## src/rtl/ad5791_pkg.sv

```systemverilog
// Shared constants, frame layout and FSM encoding for the AD5791 serial DAC controller.
package ad5791_pkg;

  localparam int FRAME_NBIT = 24;

  localparam logic [2:0] ADDR_DAC  = 3'b001;
  localparam logic [2:0] ADDR_CTRL = 3'b010;

  // RBUF=1, offset binary, SDO disabled, output neither grounded nor tristated
  localparam logic [FRAME_NBIT-1:0] CTRL_INIT_DEF = {1'b0, ADDR_CTRL, 20'h00032};

  typedef enum logic [2:0] {
    ST_INIT_WAIT = 3'd0,
    ST_INIT_TX   = 3'd1,
    ST_GAP       = 3'd2,
    ST_IDLE      = 3'd3,
    ST_TX        = 3'd4
  } state_e;

endpackage

```

## src/rtl/ad5791_txfifo.sv

```systemverilog
// Small synchronous TX FIFO: registered count, combinational head read.
module ad5791_txfifo #(
  parameter int WIDTH = 20,
  parameter int DEPTH = 4
) (
  input  logic                       clk,
  input  logic                       rst,
  input  logic                       push_i,
  input  logic                       pop_i,
  input  logic [WIDTH-1:0]           wdata_i,
  output logic [WIDTH-1:0]           rdata_o,
  output logic [$clog2(DEPTH):0]     count_o,
  output logic                       full_o,
  output logic                       empty_o
);

  localparam int AW = $clog2(DEPTH);

  logic [WIDTH-1:0] mem_q [DEPTH];
  logic [AW-1:0]    wptr_q, rptr_q;
  logic [AW:0]      count_q;

  // Pointers wrap naturally because DEPTH is a power of two
  always_ff @(posedge clk) begin
    if (rst) begin
      wptr_q  <= '0;
      rptr_q  <= '0;
      count_q <= '0;
    end else begin
      if (push_i) wptr_q <= wptr_q + 1'b1;
      if (pop_i)  rptr_q <= rptr_q + 1'b1;
      if (push_i && !pop_i)      count_q <= count_q + 1'b1;
      else if (pop_i && !push_i) count_q <= count_q - 1'b1;
    end
  end

  always_ff @(posedge clk) begin
    if (push_i) mem_q[wptr_q] <= wdata_i;
  end

  assign rdata_o = mem_q[rptr_q];
  assign count_o = count_q;
  assign full_o  = (count_q == (AW+1)'(DEPTH));
  assign empty_o = (count_q == '0);

endmodule

```

## src/rtl/ad5791_ctrl.sv

```systemverilog
// AD5791 controller: control-register write after reset, then one DAC write frame per dac_start.
module ad5791_ctrl
  import ad5791_pkg::*;
#(
  parameter int                    DATA_NBIT  = 20,
  parameter int                    FIFO_DEPTH = 4,
  parameter int                    SCLK_HALF  = 2,
  parameter int                    INIT_DLY   = 16,
  parameter logic [FRAME_NBIT-1:0] CTRL_INIT  = CTRL_INIT_DEF
) (
  input  logic                 mclk,
  input  logic                 rst,
  input  logic                 dac_start,
  input  logic                 dac_dv,
  input  logic [DATA_NBIT-1:0] dac_data,
  output logic                 dac_waitrequest,
  output logic                 dac_sync_n,
  output logic                 dac_sclk,
  output logic                 dac_sdin,
  output logic                 dac_ldac_n,
  output logic                 dac_underrun,
  output logic                 dac_collision
);

  localparam int             CNT_W     = $clog2(FIFO_DEPTH) + 1;
  localparam logic [15:0]    INIT_LAST = 16'(INIT_DLY - 1);
  localparam logic [15:0]    HALF_LAST = 16'(SCLK_HALF - 1);
  localparam logic [15:0]    GAP_LAST  = 16'(2*SCLK_HALF - 1);
  localparam logic [5:0]     HALF_END  = 6'(2*FRAME_NBIT);

  state_e                state_q, state_d;
  logic [15:0]           cnt_q, cnt_d;
  logic [5:0]            half_q, half_d;
  logic [FRAME_NBIT-1:0] sreg_q, sreg_d;
  logic                  sync_q, sync_d, sclk_q, sclk_d, sdin_q, sdin_d, ldac_q, ldac_d;
  logic                  underrun_q, underrun_d, collision_q, collision_d;
  logic                  load, pop, push, fifo_full, fifo_empty;
  logic [FRAME_NBIT-1:0] load_frame;
  logic [DATA_NBIT-1:0]  fifo_head;
  logic [CNT_W-1:0]      fifo_count;

  assign push = dac_dv && !fifo_full;

  ad5791_txfifo #(.WIDTH(DATA_NBIT), .DEPTH(FIFO_DEPTH)) u_fifo (
    .clk     (mclk),
    .rst     (rst),
    .push_i  (push),
    .pop_i   (pop),
    .wdata_i (dac_data),
    .rdata_o (fifo_head),
    .count_o (fifo_count),
    .full_o  (fifo_full),
    .empty_o (fifo_empty)
  );

  always_comb begin
    state_d     = state_q;
    cnt_d       = cnt_q;
    half_d      = half_q;
    sreg_d      = sreg_q;
    sync_d      = sync_q;
    sclk_d      = sclk_q;
    sdin_d      = sdin_q;
    ldac_d      = ldac_q;
    underrun_d  = 1'b0;
    collision_d = 1'b0;
    pop         = 1'b0;
    load        = 1'b0;
    load_frame  = CTRL_INIT;
    case (state_q)
      ST_INIT_WAIT: begin
        collision_d = dac_start;
        if (cnt_q == INIT_LAST) begin
          load    = 1'b1;
          state_d = ST_INIT_TX;
        end else begin
          cnt_d = cnt_q + 16'd1;
        end
      end
      ST_IDLE: begin
        if (dac_start) begin
          if (!fifo_empty) begin
            pop        = 1'b1;
            load       = 1'b1;
            load_frame = {1'b0, ADDR_DAC, fifo_head};
            state_d    = ST_TX;
          end else begin
            underrun_d = 1'b1;
          end
        end
      end
      ST_INIT_TX, ST_TX: begin
        collision_d = dac_start;
        if (cnt_q == HALF_LAST) begin
          cnt_d = '0;
          if (half_q == HALF_END) begin
            state_d = ST_GAP;
            sync_d  = 1'b1;
            sclk_d  = 1'b1;
            sdin_d  = 1'b0;
            if (state_q == ST_INIT_TX) ldac_d = 1'b0;
          end else begin
            half_d = half_q + 6'd1;
            // Odd half ends: SCLK rises and the next bit is presented
            sclk_d = half_q[0];
            if (half_q[0]) begin
              sreg_d = sreg_q << 1;
              sdin_d = sreg_d[FRAME_NBIT-1];
            end
          end
        end else begin
          cnt_d = cnt_q + 16'd1;
        end
      end
      ST_GAP: begin
        collision_d = dac_start;
        if (cnt_q == GAP_LAST) begin
          cnt_d   = '0;
          state_d = ST_IDLE;
        end else begin
          cnt_d = cnt_q + 16'd1;
        end
      end
      default: state_d = ST_INIT_WAIT;
    endcase
    if (load) begin
      sreg_d = load_frame;
      sdin_d = load_frame[FRAME_NBIT-1];
      sync_d = 1'b0;
      sclk_d = 1'b1;
      cnt_d  = '0;
      half_d = '0;
    end
  end

  always_ff @(posedge mclk) begin
    if (rst) begin
      state_q     <= ST_INIT_WAIT;
      cnt_q       <= '0;
      half_q      <= '0;
      sync_q      <= 1'b1;
      sclk_q      <= 1'b1;
      sdin_q      <= 1'b0;
      ldac_q      <= 1'b1;
      underrun_q  <= 1'b0;
      collision_q <= 1'b0;
    end else begin
      state_q     <= state_d;
      cnt_q       <= cnt_d;
      half_q      <= half_d;
      sync_q      <= sync_d;
      sclk_q      <= sclk_d;
      sdin_q      <= sdin_d;
      ldac_q      <= ldac_d;
      underrun_q  <= underrun_d;
      collision_q <= collision_d;
    end
  end

  always_ff @(posedge mclk) begin
    sreg_q <= sreg_d;
  end

  assign dac_waitrequest = (fifo_count == CNT_W'(FIFO_DEPTH));
  assign dac_sync_n      = sync_q;
  assign dac_sclk        = sclk_q;
  assign dac_sdin        = sdin_q;
  assign dac_ldac_n      = ldac_q;
  assign dac_underrun    = underrun_q;
  assign dac_collision   = collision_q;

endmodule

```

## config.mk

```make
export PLATFORM = sky130hd
export DESIGN_NAME = ad5791_ctrl
export DESIGN_NICKNAME = d
export VERILOG_FILES = /design/src/rtl/ad5791_pkg.sv /design/src/rtl/ad5791_txfifo.sv /design/src/rtl/ad5791_ctrl.sv
export SDC_FILE = /design/constraint.sdc
export NUM_CORES = 1
export LEC_CHECK = 0
export BUFFER_PORTS_ARGS = -buffer_cell sky130_fd_sc_hd__buf_2
export CORE_AREA = 3 3 148 150
export CTS_CLUSTER_DIAMETER = 60
export DETAILED_ROUTE_END_ITERATION = 16
export DIE_AREA = 0 0 151 153
export GPL_TIMING_DRIVEN = 0
export PLACE_DENSITY = 0.51
export SLEW_MARGIN = 30
export SYNTH_ARGS = -nofsm -noshare
export SYNTH_HDL_FRONTEND = slang
export SYNTH_SLANG_ARGS = --single-unit
```

## constraint.sdc

```tcl
create_clock -name mclk -period 3.2 [get_ports mclk]
set_clock_uncertainty 0.1 [all_clocks]
set_input_delay 0.16 -clock mclk [delete_from_list [all_inputs] [get_ports mclk]]
set_output_delay 0.16 -clock mclk [all_outputs]
set_load 0.1 [all_outputs]
```

==> metrics.txt <==
Final Net Count 536; ANT cells 0; WL/cell 15.31 um; area share of the largest cell type after synthesis 0.5198; clk_lat worst skew 420 ps; register area 0.003894 mm^2; chip width 151 um; setup ws final 328.3 ps; max-cap viol count 0; post-synthesis sequential area ratio 0.6543; Crit path arrival time 3110 ps; fraction of layout cells with a size suffix above 1 0.2117; initial antenna violation count 0; total CTS buffers 17; min-delay worst type in -> reg; Synth cell types 54; Port Buffers 30; fmax 348.2 MHz; Sw Share 0.2369; Root Buffer clkbuf_16; max-slew violations 0; final setup TNS 0 ps; sequential share of power 0.492; starting density of the core 0.2858; syn nets 465; Power Density 594.9 mW/mm^2; I/O Pins 31; Int Pwr 3.292 mW; area of the multi-input gates 0.001913 mm^2; post-synth top area cell edfxtp_1; largest cells by area after synthesis edfxtp_1 (52%), dfxtp_1 (13%), mux4_2 (7.6%), nand2_1 (2.9%), nor2_1 (2.6%); prevailing post-synth register cell edfxtp_1; Max VDD drop 0.3787 mV; CTS Sinks 143; final setup fails 0; Cell Area, Synth 0.005951 mm^2; Startpoint Class register; Slew HR 0.5121; first-pass GRT wire length 19.32 mm; Post-Place Setup Slack 188.4 ps; Clock Path Buffers 2; dpl cell area 0.006455 mm^2; HPWL Detailed 7.726 mm; total power 4.313 mW; minimum clock period 2872 ps; GRT overflow 0; clk slew on worst S/H paths 60 ps; fill count 2053; DR vias 3632; power share of the combinational group 0.063; H-tree depth 4; initial DRC count 227; Die Span Y 153 um; total wire length 12.09 mm; EDFF count, synth 103; #FFs+latches synth 143; die area 0.02310 mm^2; cell leakage power 2.413 nW; Avg Cell Area, Syn 13.81 um^2; num rows 53; most common cell in the synthesized netlist edfxtp_1; largest net degree at the start of global routing 24; DR pass1 iterations 4; gp weighted congestion 0.8055; Yosys warnings 0; post-CTS setup buffers 0; CORE AREA 0.02082 mm^2; Req. time, crit path 3440 ps; post-CTS sizing 0; WS Path Type reg -> reg; outcome finished, final reports clean; area grow syn2layout 21.85%; crit path max fanout 10; final hold vios 0; async set or reset register ratio after synthesis 0; Final period util 0.8974; CTS tree done; vias in the first global route 3732; synthesized instance count 431; Commonest cells post-synth edfxtp_1 (103), nand2_1 (46), nor2_1 (41); P_sw 1.022 mW; residual DRC count 0; endpoint class of the critical path register; all-layer global routing usage 0.1089; hold_buf cts 22; RSZ-0062 raised after global routing false; Vias/cell 4.597; Worst-Margin Slew 731.9 ps; ANT nets after route 0; clock power share 0.445; post-route cell area 0.007251 mm^2
layout by cell type, fill, tap and decap left out, drive strengths merged, types with 3 or more instances in the layout:
cell,netlist,routed
nor4,7,7
ha,9,9
dlygate4sd3,0,22
or3,7,7
o31ai,3,3
mux2i,3,3
dfxtp,40,40
clkinv,1,5
mux4,20,20
nand3,11,11
edfxtp,103,103
a211oi,5,5
xnor2,13,13
and2,6,6
buf,6,36
nand4,7,7
nor3,6,6
or4,3,3
xor2,7,7
a21oi,9,9
o21ai,23,23
nand2,46,46
nor2,42,42
clkbuf,14,31
inv,12,21
power by group through the flow:
stage / combinational (mW) / sequential, mW / clock (mW)
2_1_floorplan: 0.169 / 2.16 / 0
3_3_place_gp: 0.249 / 2.16 / 0
5_1_grt: 0.304 / 2.13 / 2.05
6_report: 0.273 / 2.12 / 1.92
4_1_cts: 0.282 / 2.12 / 1.96
3_5_place_dp: 0.261 / 2.16 / 0
worst paths after layout:
kind / from / endpoint / slack (ps) / depth (start not counted)
hold / removal: dac_dv / u_fifo.wptr_q[0] / 290 / 5
hold reg to reg: dac_sdin / dac_sdin / 390 / 2
setup reg to reg: u_fifo.count_o[0] / u_fifo.count_o[2] / 330 / 11
setup / recovery: u_fifo.count_o[0] / u_fifo.count_o[2] / 330 / 11
layout make-up:
| cell class | count | area share |
|---|---|---|
| clock inverter | 15 | 0.02019 |
| tap | 275 | 0.04745 |
| timing repair buffer | 52 | 0.05108 |
| sequential | 143 | 0.5370 |
| inverter | 13 | 0.007420 |
| buffer | 20 | 0.01432 |
| multi-input combinational | 255 | 0.2638 |
| clock buffer | 17 | 0.05867 |
registers in the layout (all words and copies together) (netlist names), named ones only:
name,count
state_q,3
dac_ldac_n,1
dac_sdin,1
dac_collision,1
dac_sclk,1
u_fifo.count_o,3
dac_underrun,1
u_fifo.mem_q,80
u_fifo.rptr_q,2
u_fifo.wptr_q,2
half_q,6
cnt_q,16
dac_sync_n,1
sreg_q,23
worst max-delay path, cell delays in order, from the launching register on:
cell	delay, ps
dfxtp_1	370
o31a_1	360
nor2b_4	140
buf_6	140
clkinv_4	60
clkbuf_1	340
ha_1	250
inv_1	60
fa_1	370
xor2_1	170
or3_1	300
a21oi_1	140
routing by layer:
metal	up-vias	global-route usage	share of wire	wire length, um
met4	0	0.03109	0.0093	113
li1	1752	-	-	-
met3	11	0.03469	0.038	458
met5	-	0	0	0
met2	67	0.1767	0.49	5953
met1	1802	0.1398	0.46	5569
through the flow:
step           hold slack, ps    util  instances
2_1_floorplan           158.9       -        431
3_3_place_gp            268.0  0.3098        736
3_5_place_dp            278.5  0.3100        736
4_1_cts                 265.4  0.3480        790
5_1_grt                 317.5  0.3482        790
6_report                286.2  0.3482        790
kinds of logic after synthesis:
kind of cell | share of synthesized area
buffers and inverters | 0.02628
AND/OR/NAND/NOR | 0.1281
AO/OA/AOI/OAI | 0.05698
XOR/XNOR | 0.02944
multiplexers | 0.08074
flip-flops | 0.6543
adder cells (fa/ha/maj) | 0.02418
Note: power is estimated with default switching activity, not from simulation.
